$ cat config.mk
export PLATFORM = sky130hd
export DESIGN_NAME = color_scan_sequencer
export DESIGN_NICKNAME = d
export VERILOG_FILES = /design/src/rtl/color_scan_sequencer.sv
export SDC_FILE = /design/constraint.sdc
export NUM_CORES = 1
export LEC_CHECK = 0
export CAP_MARGIN = 15
export CELL_PAD_IN_SITES_DETAIL_PLACEMENT = 1
export CELL_PAD_IN_SITES_GLOBAL_PLACEMENT = 2
export CORE_UTILIZATION = 32
export DETAILED_ROUTE_END_ITERATION = 10
export PLACE_DENSITY_LB_ADDON = 0.1
export SLEW_MARGIN = 20
export SYNTH_ARGS = -nofsm -noshare
export SYNTH_HDL_FRONTEND = slang
export SYNTH_SLANG_ARGS = --single-unit
$ cat constraint.sdc
create_clock -name clock -period 4.1 [get_ports clock]
set_input_delay 0.82 -clock clock [delete_from_list [all_inputs] [get_ports clock]]
set_output_delay 0.82 -clock clock [all_outputs]
set_load 0.05 [all_outputs]
$ cat src/rtl/color_scan_sequencer.sv
// Sequences a colour sensor through red, green and blue filters, captures each
// frequency measurement, and reports the dominant colour after every scan.
module color_scan_sequencer #(
  parameter int unsigned SETTLE_CYCLES  = 100000,
  parameter int unsigned TIMEOUT_CYCLES = 1000000,
  parameter logic [17:0] MIN_FREQ       = 18'd200
) (
  input  logic        clock,
  input  logic        reset,
  input  logic        start,
  input  logic        continuous,
  input  logic        meas_done,
  input  logic [17:0] frequency,
  output logic [1:0]  filter_sel,
  output logic        cs_enable,
  output logic        done_ack,
  output logic [17:0] red_freq,
  output logic [17:0] green_freq,
  output logic [17:0] blue_freq,
  output logic [1:0]  color_id,
  output logic        results_valid,
  output logic        busy,
  output logic        timeout_err
);

  localparam int unsigned FREQ_W  = 18;
  localparam int unsigned CNT_MAX = (SETTLE_CYCLES > TIMEOUT_CYCLES) ? SETTLE_CYCLES : TIMEOUT_CYCLES;
  localparam int unsigned CNT_W   = ($clog2(CNT_MAX + 1) > 21) ? $clog2(CNT_MAX + 1) : 21;
  localparam logic [CNT_W-1:0] SETTLE_LAST  = CNT_W'(SETTLE_CYCLES - 1);
  localparam logic [CNT_W-1:0] TIMEOUT_LAST = CNT_W'(TIMEOUT_CYCLES - 1);

  typedef enum logic [2:0] {
    S_IDLE    = 3'd0,
    S_SETTLE  = 3'd1,
    S_MEASURE = 3'd2,
    S_ACK     = 3'd3,
    S_DONE    = 3'd4
  } state_t;

  state_t             state;
  state_t             state_next;
  logic [1:0]         channel;
  logic [CNT_W-1:0]   cnt;
  logic               settle_end;
  logic               timeout_hit;
  logic               last_channel;
  logic               cs_enable_d;
  logic               done_ack_d;
  logic               busy_d;
  logic               results_valid_d;
  logic [FREQ_W-1:0]  max_freq;
  logic [1:0]         dominant;
  logic [FREQ_W-1:0]  capture_val;

  // Sensor {S2,S3} code for each channel index.
  function automatic logic [1:0] filter_code(input logic [1:0] ch);
    case (ch)
      2'd0:    filter_code = 2'b00;
      2'd1:    filter_code = 2'b11;
      default: filter_code = 2'b01;
    endcase
  endfunction

  always_comb begin
    settle_end   = (cnt == SETTLE_LAST);
    timeout_hit  = (cnt == TIMEOUT_LAST);
    last_channel = (channel == 2'd2);
    capture_val  = meas_done ? frequency : '0;
  end

  // Largest channel wins; strict compares keep ties on the earlier colour.
  always_comb begin
    max_freq = red_freq;
    dominant = 2'd1;
    if (green_freq > max_freq) begin
      max_freq = green_freq;
      dominant = 2'd2;
    end
    if (blue_freq > max_freq) begin
      max_freq = blue_freq;
      dominant = 2'd3;
    end
    if (max_freq < MIN_FREQ) dominant = 2'd0;
  end

  always_ff @(posedge clock) begin
    if (reset) state <= S_IDLE;
    else        state <= state_next;
  end

  always_comb begin
    state_next = state;
    case (state)
      S_IDLE:    if (start) state_next = S_SETTLE;
      S_SETTLE:  if (settle_end) state_next = S_MEASURE;
      S_MEASURE: if (meas_done || timeout_hit) state_next = S_ACK;
      S_ACK:     state_next = last_channel ? S_DONE : S_SETTLE;
      S_DONE:    state_next = continuous ? S_SETTLE : S_IDLE;
      default:   state_next = S_IDLE;
    endcase
  end

  // Outputs are decoded from the next state so their flops line up with the state.
  always_comb begin
    cs_enable_d     = 1'b0;
    done_ack_d      = 1'b0;
    busy_d          = 1'b1;
    results_valid_d = 1'b0;
    case (state_next)
      S_IDLE:    busy_d = 1'b0;
      S_MEASURE: cs_enable_d = 1'b1;
      S_ACK: begin
        cs_enable_d = 1'b1;
        done_ack_d  = 1'b1;
      end
      S_DONE:    results_valid_d = 1'b1;
      default:   ;
    endcase
  end

  always_ff @(posedge clock) begin
    if (reset) begin
      channel       <= 2'd0;
      cnt           <= '0;
      filter_sel    <= 2'b00;
      cs_enable     <= 1'b0;
      done_ack      <= 1'b0;
      busy          <= 1'b0;
      results_valid <= 1'b0;
      timeout_err   <= 1'b0;
      red_freq      <= '0;
      green_freq    <= '0;
      blue_freq     <= '0;
      color_id      <= 2'd0;
    end else begin
      cs_enable     <= cs_enable_d;
      done_ack      <= done_ack_d;
      busy          <= busy_d;
      results_valid <= results_valid_d;
      case (state)
        S_IDLE: begin
          if (start) begin
            channel     <= 2'd0;
            filter_sel  <= filter_code(2'd0);
            timeout_err <= 1'b0;
            cnt         <= '0;
          end
        end
        S_SETTLE: begin
          if (settle_end) cnt <= '0;
          else            cnt <= cnt + CNT_W'(1);
        end
        S_MEASURE: begin
          // A measurement arriving on the last watchdog cycle still counts.
          if (meas_done || timeout_hit) begin
            case (channel)
              2'd0:    red_freq   <= capture_val;
              2'd1:    green_freq <= capture_val;
              default: blue_freq  <= capture_val;
            endcase
            if (!meas_done) timeout_err <= 1'b1;
          end else begin
            cnt <= cnt + CNT_W'(1);
          end
        end
        S_ACK: begin
          cnt <= '0;
          if (last_channel) begin
            color_id <= dominant;
          end else begin
            channel    <= channel + 2'd1;
            filter_sel <= filter_code(channel + 2'd1);
          end
        end
        S_DONE: begin
          if (continuous) begin
            channel    <= 2'd0;
            filter_sel <= filter_code(2'd0);
            cnt        <= '0;
          end
        end
        default: ;
      endcase
    end
  end

endmodule

==> out/qor.txt <==
Antenna Diode Count -> 0
Wire length on met1 -> 6890 um
Grt total ovfl -> 0
Post-layout util -> 0.422
Chip Height -> 126 um
Maximum achievable frequency -> 0.261 GHz
FILL cells -> 1701
WL per Instance -> 18.3 um
Relative slew slack -> 0.434
Commonest non-fill, non-tap cell in the layout -> nor2_1
FF+latch count, synth -> 89
# rows -> 44
Final min period -> 3840 ps
Max IR drop VDD -> 0.193 mV
RR Startpoint -> red_freq[16]
Final TNS setup -> 0 ps
Total Power -> 1.75 mW
Final period util -> 0.936
Initial antenna violation count -> 0
RePlAce Congestion -> 0.775
Final net count -> 693
CP endpoint kind -> register
Dpl hpwl -> 11200 um
Die width -> 126 um
Met3 WL -> 351 um
Final clock skew -> 6.59 ps
Die area -> 15900 um2
DRT Pass-1 Iters -> 4
Post-DP Area -> 5930 um2
Hold Buf Count CTS -> 0
First-pass GRT wire length -> 24500 um
Worst hold path type -> register to register
Final Hold Violating Endpoints -> 0
Synth Cell Area -> 4930 um2
Gr usage total -> 0.199
Layout area overhead -> 26.5%
Largest net degree at the start of global routing -> 38
Metal2 WL -> 7540 um
Max-cap violation count -> 0
Top sig layer -> met4
CTS root buffer -> clkbuf_16
Post-Synthesis Cells -> 546
Worst Hold End -> filter_sel[1]
R2R cell count -> 16
Number of buffers added on ports -> 85
FF+latch area -> 1780 um2
Startpoint types -> register
Power per cell area -> 280 nW/um2
Syn Area/Cell -> 9.02 um2
Hold_sp -> filter_sel[1]
DRT Wirelength -> 14900 um
CTS tree -> built
Unrepaired setup endpoints after global routing -> no
CP cell instances -> inv_1 -> ha_1 -> nand4_1 -> nor4_2 -> o21ai_0 -> nand3_1 -> o21ai_2 -> buf_4 -> mux2i_1 -> ha_1 -> nand4_1 -> nor4_4 -> mux2i_1 -> o31ai_2 -> o21ai_0 -> a41o_1
Layout cells sized above 1 -> 0.0632
Status -> completed
Post-CTS Setup Repair Bufs -> 0
Net count after synthesis -> 611
R2R setup slack -> 260 ps
Clk_lat worst skew -> 340 ps
Hold-critical path depth -> 2
Core Box Area -> 14800 um2
Slew Limit Fails -> 0
Launch point of the worst path -> red_freq[16]
Initial Util -> 0.334
Sink Count -> 89
R2R Path End -> color_id[0]
Smallest setup slack after layout -> 263 ps
I/O pins -> 86
Most frequent cells in the layout -> 94 x nor2_1, 89 x dfxtp_1, 84 x clkdlybuf4s50_1
Post-route cell area -> 6230 um2
CTS Buffer Depth -> 2
Via Count -> 4231
H-tree Lvls -> 3
Synthesis warning total -> 0
DRC Markers -> 0
Final setup violating endpoints -> 0
Worst-margin pin slew -> 847 ps
Ys flop type -> dfxtp_1
Vias in the first global route -> 4447
LEAKAGE -> 2.88 nW
Required time worst endpoint -> 4340 ps
Area of the multi-input gates -> 2930 um2
CP Max Fanout -> 13
Clk slew on worst S/H paths -> 70 ps
Pre-CTS setup slack -> -79.5 ps
Iter 0 DRT Violations -> 147
WS Path Type -> register to register
Synth top area cells -> dfxtp_1 36%, mux2i_1 15%, ha_1 11%, nor2_1 7.2%, xor2_1 2.8%
Distinct cells, synth -> 53
Critical-path top delay cell -> nor4_4
Max incr delay on CP -> 430 ps
Part of the Yosys area used for sequential elements -> 0.362
Post-DRT Antenna Nets -> 0
Area share of the largest cell type after synthesis -> 0.362
Inserted Clock Buffers -> 9
Asr flop ratio synth -> 0
Yosys top cell by area -> dfxtp_1
Crit path arrival time -> 4080 ps
# resized after CTS -> 1
Post-synth EDFFs -> 0
Routed vias/inst -> 5.18
-- flip-flops by register name, indices dropped and copies added (netlist names) --
register and flops:
cnt 21, blue_freq 18, green_freq 18, red_freq 18
state 3, channel 2, color_id 2, filter_sel 2
busy 1, cs_enable 1, done_ack 1, results_valid 1
timeout_err 1
-- worst max-delay path, delay by kind of cell, from the launching register on --
kind | cells | cell delay [ps]
and+or+nand+nor | 5 | 1350
AOI/OAI and AO/OA | 5 | 720
adders and majority gates | 2 | 630
DFF | 1 | 400
muxes | 2 | 320
buffers and inverters | 2 | 280
-- routing by layer --
layer	vias to the layer above	track usage
li1	2096	-
met4	0	0.0546
met5	-	0
met3	11	0.0289
met1	2064	0.250
met2	60	0.352
-- logic make-up (layout without fill, tap and decap cells) --
family | after synthesis | after routing | synth area share
and+or+nand+nor | 214 | 214 | 0.217
DFF | 89 | 89 | 0.362
muxes | 74 | 74 | 0.151
AOI/OAI and AO/OA | 60 | 60 | 0.0813
buffers and inverters | 49 | 136 | 0.0505
adders and majority gates | 42 | 42 | 0.107
xor gates and xnor gates | 18 | 18 | 0.0320
-- layout make-up --
class                   instances  share of cell area
repair buffers                 96               0.149
inverters                      24              0.0145
flip-flops and latches         89               0.286
clock buffers                  12              0.0396
well taps                     184              0.0370
clock inverters                 4             0.00442
multi-input cells             408               0.470
-- power by group --
| group | total, mW | internal [mW] | switching (mW) |
|---|---|---|---|
| Clock | 0.792 | 0.430 | 0.362 |
| Sequential | 0.870 | 0.867 | 0.00342 |
| Combinational | 0.0840 | 0.0364 | 0.0476 |
| Total | 1.75 | 1.33 | 0.413 |
-- stage by stage --
step | hold WS [ps] | instances
3_3_place_gp | 475 | 801
3_5_place_dp | 497 | 801
4_1_cts | 512 | 817
6_report | 500 | 817
5_1_grt | 532 | 817
2_1_floorplan | 471 | 546
-- how the worst max path moves through the flow --
stage / end / slack (ps) / depth (start not counted)
detailed placement: color_id[0] / -80 / 16
global placement: color_id[0] / 100 / 16
CTS: color_id[0] / 80 / 16
global route: color_id[0] / 20 / 16
floorplan: color_id[0] / 110 / 16
finish: color_id[0] / 260 / 16
-- Yosys cell counts, drive strengths merged (2+ instances only) --
cell type / number
xnor2: 2
a21oi: 21
nand4: 16
nand3: 18
a221oi: 2
nor2b: 7
o311ai: 3
or4b: 4
nor2: 94
dfxtp: 89
a22oi: 2
clkbuf: 14
or3: 2
and2: 20
or3b: 2
o21bai: 2
o21ai: 10
a21o: 4
inv: 24
nor3b: 3
ha: 42
a31oi: 4
nand2: 19
and3: 8
mux2i: 73
o21a: 2
and4: 3
xor2: 16
nor4: 12
nor3: 3
buf: 11
No activity file was read; power rests on OpenSTA's default activity.
